### config.mk
export PLATFORM = sky130hd
export DESIGN_NAME = mc68k_reg_target
export DESIGN_NICKNAME = d
export VERILOG_FILES = /design/src/rtl/mc68k_reg_target_pkg.sv /design/src/rtl/m68k_sync2.sv /design/src/rtl/mc68k_reg_target.sv
export SDC_FILE = /design/constraint.sdc
export NUM_CORES = 1
export LEC_CHECK = 0
export ABC_AREA = 1
export BUFFER_PORTS_ARGS = -buffer_cell sky130_fd_sc_hd__buf_2
export CAP_MARGIN = 30
export CORE_MARGIN = 1.5
export CORE_UTILIZATION = 48
export CTS_CLUSTER_DIAMETER = 40
export DETAILED_ROUTE_END_ITERATION = 8
export PLACE_DENSITY = 0.76
export SYNTH_ARGS = -nofsm -noshare
export SYNTH_HDL_FRONTEND = slang
export SYNTH_SLANG_ARGS = --single-unit
### constraint.sdc
create_clock -name CLK40 -period 1.5 [get_ports CLK40]
set_input_delay 0.15 -clock CLK40 [delete_from_list [all_inputs] [get_ports CLK40]]
set_output_delay 0.15 -clock CLK40 [all_outputs]
set_load 0.005 [all_outputs]
### src/rtl/mc68k_reg_target_pkg.sv
// Shared definitions for the 68000 register target: bus states, word
// register addresses, the ID constant and the byte-lane merge helper.
`timescale 1ns/1ps
package mc68k_reg_target_pkg;

    typedef enum logic [1:0] {
        ST_IDLE    = 2'd0,
        ST_WAIT    = 2'd1,
        ST_ACK     = 2'd2,
        ST_RELEASE = 2'd3
    } bus_state_t;

    localparam logic [1:0]  ADDR_CTRL    = 2'd0;
    localparam logic [1:0]  ADDR_STATUS  = 2'd1;
    localparam logic [1:0]  ADDR_SCRATCH = 2'd2;
    localparam logic [1:0]  ADDR_ID      = 2'd3;

    localparam logic [15:0] ID_VALUE     = 16'hA712;
    localparam int          WAIT_CNT_W   = 3;

    // Replace only the byte lanes whose data strobe is asserted.
    function automatic logic [15:0] byte_merge(
        input logic [15:0] old_val,
        input logic [15:0] new_val,
        input logic        upd_hi,
        input logic        upd_lo
    );
        byte_merge = {upd_hi ? new_val[15:8] : old_val[15:8],
                      upd_lo ? new_val[7:0]  : old_val[7:0]};
    endfunction

endpackage

### src/rtl/m68k_sync2.sv
// Two-flop synchronizer for an active-low asynchronous bus strobe; both
// stages reset to the negated (high) level.
`timescale 1ns/1ps
module m68k_sync2 (
    input  logic CLK40,
    input  logic nRESET,
    input  logic async_n,
    output logic sync_n
);

    logic meta_reg;
    logic sync_reg;

    always_ff @(posedge CLK40 or negedge nRESET) begin
        if (!nRESET) begin
            meta_reg <= 1'b1;
            sync_reg <= 1'b1;
        end else begin
            meta_reg <= async_n;
            sync_reg <= meta_reg;
        end
    end

    assign sync_n = sync_reg;

endmodule

### src/rtl/mc68k_reg_target.sv
// 68000 asynchronous-bus slave with four word registers (CTRL, STATUS, SCRATCH,
// ID), programmable DTACK wait states and abort on early strobe negation.
`timescale 1ns/1ps
module mc68k_reg_target
    import mc68k_reg_target_pkg::*;
#(
    parameter int WAIT_CLKS = 2
) (
    input  logic        CLK40,
    input  logic        nRESET,
    input  logic        nAS,
    input  logic        nUDS,
    input  logic        nLDS,
    input  logic        RnW,
    input  logic        nCS,
    input  logic [1:0]  A,
    input  logic [15:0] D_IN,
    input  logic [15:0] STATUS_IN,
    output logic [15:0] D_OUT,
    output logic        D_OE,
    output logic        nDTACK,
    output logic [15:0] CTRL
);

    localparam logic [WAIT_CNT_W-1:0] WAIT_LOAD = WAIT_CLKS[WAIT_CNT_W-1:0];

    logic [2:0] strobe_raw;
    logic [2:0] strobe_sync;
    logic       as_n_sync;
    logic       uds_n_sync;
    logic       lds_n_sync;
    logic       ds_any;

    assign strobe_raw = {nAS, nUDS, nLDS};

    genvar gi;
    generate
        for (gi = 0; gi < 3; gi++) begin : g_sync
            m68k_sync2 u_sync (
                .CLK40   (CLK40),
                .nRESET  (nRESET),
                .async_n (strobe_raw[gi]),
                .sync_n  (strobe_sync[gi])
            );
        end
    endgenerate

    assign as_n_sync  = strobe_sync[2];
    assign uds_n_sync = strobe_sync[1];
    assign lds_n_sync = strobe_sync[0];
    assign ds_any     = !uds_n_sync || !lds_n_sync;

    bus_state_t            state_reg;
    logic [WAIT_CNT_W-1:0] wait_cnt_reg;
    logic                  rnw_reg;
    logic [1:0]            addr_reg;
    logic [15:0]           ctrl_reg;
    logic [15:0]           scratch_reg;
    logic [15:0]           dout_reg;
    logic                  doe_reg;
    logic                  dtack_n_reg;
    logic                  armed_reg;
    logic [1:0]            flush_reg;
    logic [15:0]           read_data;

    always_comb begin
        read_data = ID_VALUE;
        case (A)
            ADDR_CTRL:    read_data = ctrl_reg;
            ADDR_STATUS:  read_data = STATUS_IN;
            ADDR_SCRATCH: read_data = scratch_reg;
            default:      read_data = ID_VALUE;
        endcase
    end

    // armed_reg needs a genuine high sample of nAS: the synchronizer's reset
    // value does not count, so flush_reg waits until both stages have been
    // refilled from the bus. This keeps a strobe that straddles reset unseen.
    always_ff @(posedge CLK40 or negedge nRESET) begin
        if (!nRESET) begin
            state_reg    <= ST_IDLE;
            wait_cnt_reg <= '0;
            rnw_reg      <= 1'b1;
            addr_reg     <= 2'd0;
            ctrl_reg     <= 16'h0000;
            scratch_reg  <= 16'h0000;
            dout_reg     <= 16'h0000;
            doe_reg      <= 1'b0;
            dtack_n_reg  <= 1'b1;
            armed_reg    <= 1'b0;
            flush_reg    <= 2'b00;
        end else begin
            flush_reg <= {flush_reg[0], 1'b1};
            if (as_n_sync && flush_reg[1]) begin
                armed_reg <= 1'b1;
            end

            case (state_reg)
                ST_IDLE: begin
                    dtack_n_reg <= 1'b1;
                    doe_reg     <= 1'b0;
                    if (!as_n_sync && armed_reg) begin
                        armed_reg <= 1'b0;
                        if (!nCS) begin
                            state_reg    <= ST_WAIT;
                            wait_cnt_reg <= WAIT_LOAD;
                            rnw_reg      <= RnW;
                            addr_reg     <= A;
                            if (RnW) begin
                                dout_reg <= read_data;
                                doe_reg  <= 1'b1;
                            end
                        end
                    end
                end

                ST_WAIT: begin
                    if (as_n_sync) begin
                        state_reg <= ST_IDLE;
                        doe_reg   <= 1'b0;
                    end else if (wait_cnt_reg == '0) begin
                        if (rnw_reg || ds_any) begin
                            state_reg   <= ST_ACK;
                            dtack_n_reg <= 1'b0;
                            if (!rnw_reg) begin
                                case (addr_reg)
                                    ADDR_CTRL:    ctrl_reg    <= byte_merge(ctrl_reg, D_IN,
                                                                            !uds_n_sync, !lds_n_sync);
                                    ADDR_SCRATCH: scratch_reg <= byte_merge(scratch_reg, D_IN,
                                                                            !uds_n_sync, !lds_n_sync);
                                    default: ;
                                endcase
                            end
                        end
                    end else begin
                        wait_cnt_reg <= wait_cnt_reg - 1'b1;
                    end
                end

                ST_ACK: begin
                    if (as_n_sync) begin
                        state_reg   <= ST_RELEASE;
                        dtack_n_reg <= 1'b1;
                        doe_reg     <= 1'b0;
                    end
                end

                ST_RELEASE: begin
                    state_reg <= ST_IDLE;
                end

                default: begin
                    state_reg <= ST_IDLE;
                end
            endcase
        end
    end

    assign D_OUT  = dout_reg;
    assign D_OE   = doe_reg;
    assign nDTACK = dtack_n_reg;
    assign CTRL   = ctrl_reg;

endmodule

* Word-level counts from Yosys, hierarchy flattened
Cells that the tools add are included.
** Storage, ports and cells
- Bits in registers :: 67
- Bits of input ports :: 41
- Output and inout port bits :: 34
** Cells by class
- $add $sub $neg :: 1
- Equal/unequal tests :: 16
- Mux-type cells :: 26
- Bitwise logic cells :: 5
- Reduce and logical (&&, ||, !) cells :: 25
** Operators with widths (count)
- 16-bit one-hot mux with 3 select lines :: 1
- 7-bit AND reduction :: 4
- 5-bit AND reduction :: 3
- 2-bit two-way mux :: 6
- 3-bit two-way mux :: 4
- 2-bit != test, second input constant :: 6
- 1-bit two-way mux :: 11
- 2-bit == test, second input constant :: 4
- 2-bit one-hot mux with 4 select lines :: 1
- 2-bit logical NOT :: 3
- 3-bit by 2-bit != test with 1-bit output, second input constant :: 2
- 3-bit one-hot mux with 2 select lines :: 1
- 1-bit NOT :: 5
- 2-bit by 1-bit == test with 1-bit output, second input constant :: 2
- 2-bit by 1-bit != test with 1-bit output, second input constant :: 2
- 4-bit AND reduction :: 1
- 2-bit nonzero test :: 2
- 1-bit logical NOT :: 3
- 3-bit logical NOT :: 1
- 1-bit one-hot mux with 3 select lines :: 1
- 3-bit AND reduction :: 1
- 3-bit nonzero test :: 1
- 3-bit by 1-bit subtractor with 3-bit output, second input constant :: 1
- 1-bit logical AND :: 2
- 4 further kinds :: 5

* Depth between registers and ports, before layout
- Word-level depth :: 7
- Depth in mapped cells :: 9
- Gate-level depth less buffers :: 9

* Modules after synthesis
A second synthesis with hierarchy kept.
** Unflattened totals
- Cells, all modules :: 380
- Area, all modules :: 3125.5 µm²
** By module, submodules not included
- mc68k_reg_target :: instances 1, cells each 374, area an instance 2967.8 µm²
- m68k_sync2 :: instances 3, cells each 2, area an instance 52.6 µm²

* Worst setup path after synthesis
OpenSTA, ideal clock, no wires.
- Kind :: register to register
- Start point :: register state_reg[0]
- End point :: register dout_reg[10] (netlist: D_OUT[10])
- Data arrival time :: 1.365 ns
- Setup slack :: 0.018 ns
- Stages on the path, launching flop included :: 9
- Path through :: dfrtp_1 > inv_1 > ha_1 > nand3_4 > nor2_8 > nand2_8 > buf_4 > nand2_1 > nand2_1
** On the way
- Longest elaborated chain between the ends :: 2
** RTL lines
- start: declaration :: RTL line mc68k_reg_target.sv:53 : bus_state_t state_reg;
- start signal: assignment :: RTL line mc68k_reg_target.sv:81 : state_reg <= ST_IDLE;
- start signal: assignment :: RTL line mc68k_reg_target.sv:105 : state_reg <= ST_WAIT;
- start signal: assignment :: RTL line mc68k_reg_target.sv:119 : state_reg <= ST_IDLE;
- 2-bit logical NOT :: RTL line mc68k_reg_target.sv:98 : case (state_reg)
- 4-bit AND reduction (no source line)
- end signal: assignment :: RTL line mc68k_reg_target.sv:110 : dout_reg <= read_data;
- end: declaration :: RTL line mc68k_reg_target.sv:59 : logic [15:0] dout_reg;
Every way passes these cells.
A chain may end at the register's enable or synchronous reset.

* Worst setup path in the final report
- Start point :: register wait_cnt_reg[0]
- End point :: register scratch_reg[3]
** On the way
- Longest elaborated chain between the ends :: 2
** RTL lines
- start: declaration :: RTL line mc68k_reg_target.sv:54 : logic [WAIT_CNT_W-1:0] wait_cnt_reg;
- start signal: assignment :: RTL line mc68k_reg_target.sv:136 : wait_cnt_reg <= wait_cnt_reg - 1'b1;
- 3-bit logical NOT :: RTL line mc68k_reg_target.sv:121 : end else if (wait_cnt_reg == '0) begin
- 7-bit AND reduction (no source line)
- end signal: assignment :: RTL line mc68k_reg_target.sv:129 : ADDR_SCRATCH: scratch_reg <= byte_merge(scratch_reg, D_IN,
- end: declaration :: RTL line mc68k_reg_target.sv:58 : logic [15:0] scratch_reg;
Every way passes these cells.

==> reports/results.ini <==
[floorplanning]
ios = 75
std_cell_rows = 29
fp.coreArea_um2 = 6350
die_w_um = 83.8
fp.dieH_um = 83.8
die_area_um2 = 7030
start_util_pct = 49.4

[detailed_routing]
drcViolationCount = 0
vias = 2831
antenna_left = 0
dr.pass1.iters = 5
first_iter_violations = 188
vias_per_cell = 4.98
avgRoutedWirePerCell_um = 14.4
routed_wl_mm = 8.20

[cells_and_area]
drive_gt1_share_pct = 33.2
syn2layout_area_growth_pct = 31.2
n_antenna_cell = 0
fin_nets = 534
final_cells = 568

[synthesis]
syn-instance-count = 381
synthDistinctLibCells = 24
yosysTopAreaCell = dfrtp_1
yosys_warnings = 0
netlist_area_um2 = 3140
synth_top_area_share_pct = 47.1
syn_nets = 429
synth_seq_area_share_pct = 53.8
ys_seq_elements = 67
synth.avg_cell_area_um2 = 8.23
synth_area_leaders = dfrtp_1 47%, nand2_1 25%, dfstp_2 6.7%, nand3_1 4.0%, ha_1 2.8%

[timing]
finalHoldViolCount = 0
setup_ws_ps = -41.5
setup_viol_count_final = 28
finalCriticalPeriod_ps = 1540
fin_setup_tns_ps = -539
hold_ws_ps = 8.19
finClkSkew_ps = 13.0
maxSlewViolCount = 0
post-route-period-util_pct = 103
rsz0062_at_grt = yes
fmax_mhz = 649

[cts]
max-clock-path-buffers = 2
cts_tree = yes
root_buffer = clkbuf_8
cts_made_buffers = 9
clkLatencyLatePin_ps = 350
cts_max_level = 3
clock_sinks = 67
clk_pin_slew_ps = 80

[global_routing]
gr-total-overflow = 0
grt_pass1_wl_mm = 13.2
grt_max_degree = 68
antenna_found_initial = 0
grtUsageTotal_pct = 24.3
grt_pass1_vias = 2772

[outcome]
status = finished with violations
failed_checks = setup timing

[placement]
pre_cts_ws_ps = -192
placed_cells = 540
hpwlAfterDp_mm = 5.31
portBuffers = 74
gp_congestion = 0.851

[worst_setup_path]
crit_arrival_ps = 1780
critPathCaptureType = register
crit_required_ps = 1730
crit_path_start_kind = register
criticalPathCategory = register to register
worst-path-max-fanout = 8

[power_and_ir_drop]
peakVddDrop_uv = 967
power.density_nw_per_um2 = 1800
leakage_nw = 2.10

[min_path]
hold_path_class = input port to register

[job]
max-cap-violations = 0

-- worst paths after layout --
path                                  from             end  slack [ps]  depth (start not counted)
min                                D_IN[0]         CTRL[0]           8                          3
max reg2reg                wait_cnt_reg[0]  scratch_reg[3]         -40                          9
max                        wait_cnt_reg[0]  scratch_reg[3]         -40                          9
min reg2reg                   flush_reg[0]    flush_reg[1]         350                          0
min in group asynchronous           nRESET       D_OUT[13]         340                          3
max in group asynchronous           nRESET         rnw_reg         820                          3
-- metrics by stage --
step / total power, mW / cell area (um2) / utilization (%)
detailed placement: 5.36 / 3670 / 57.9
global placement: 5.25 / 3670 / 57.9
global route: 7.94 / 4120 / 64.8
floorplan: 4.32 / 3140 / -
CTS: 7.17 / 4030 / 63.5
finish: 7.40 / 4120 / 64.8
-- synthesized netlist by cell type --
library cell    n
nand2_1       211
dfrtp_1        59
nand3_1        25
inv_1          21
o21ai_0        15
dfstp_2         8
ha_1            7
nor2_4          7
nor2_1          5
buf_2           4
nand4_1         3
a21oi_1         2
nand2_2         2
nor3_2          2
buf_12          1
buf_4           1
conb_1          1
inv_2           1
inv_6           1
nand2_8         1
nand3_4         1
nor2_8          1
o21ai_1         1
o22ai_1         1
-- routing by layer --
layer  track usage, %  share of wire (%)  vias up
met5                0                  0        -
li1                 -                  -     1395
met4             12.7                2.7        0
met2             38.5                 48       98
met3             4.06                5.5       19
met1             32.2                 44     1319
-- final cells by class --
class	count	area [um2]
Clock buffer	14	163
Clock inverter	2	35.0
Fill cell	517	2230
Inverter	23	93.8
Multi-Input combinational cell	285	1440
Sequential cell	67	1690
Tap cell	77	96.3
Timing Repair Buffer	100	599
-- power breakdown --
group          total, mW  switching (mW)  internal (mW)
clock network       1.56           0.697          0.860
registers           3.06           0.509           2.55
logic               2.78            1.50           1.28
-- kinds of logic (layout without fill, tap and decap cells) --
| family | Yosys count | in the layout | synth area share [%] |
|---|---|---|---|
| simple gates | 258 | 258 | 35.8 |
| buf+inv | 29 | 139 | 4.43 |
| other cells | 1 | 1 | 0.120 |
| flops | 67 | 67 | 53.8 |
| fa+ha+maj | 7 | 7 | 2.79 |
| compound gates | 19 | 19 | 3.07 |
-- critical path: stages (launching register included) --
cell and delay, ps:
dfrtp_1 400, inv_2 90, ha_4 130, ha_4 130
nand2_4 60, nor3_4 170, buf_4 160, nand3_4 130
nand2_1 90, nand2_1 60
-- cell usage in the layout (no fill, tap or decap), drive strengths merged, types with 2 or more instances in the layout --
cell         netlist  routed
clkbuf             0      14
nor3               2       2
inv               23      23
dfstp              8       8
o21ai             16      16
nand2            214     214
a21oi              2       2
dlygate4sd3        0       4
dfrtp             59      59
nand3             26      26
nand4              3       3
buf                6      96
nor2              13      13
ha                 7       7
-- timing repair --
action,CTS,global route
setup endpoints to repair,51,53
hold endpoints to repair,62,0
hold buffers,4,0
pin swaps,38,18
gates resized for setup,30,12
setup buffers,3,5
No activity file was read; power rests on OpenSTA's default activity.
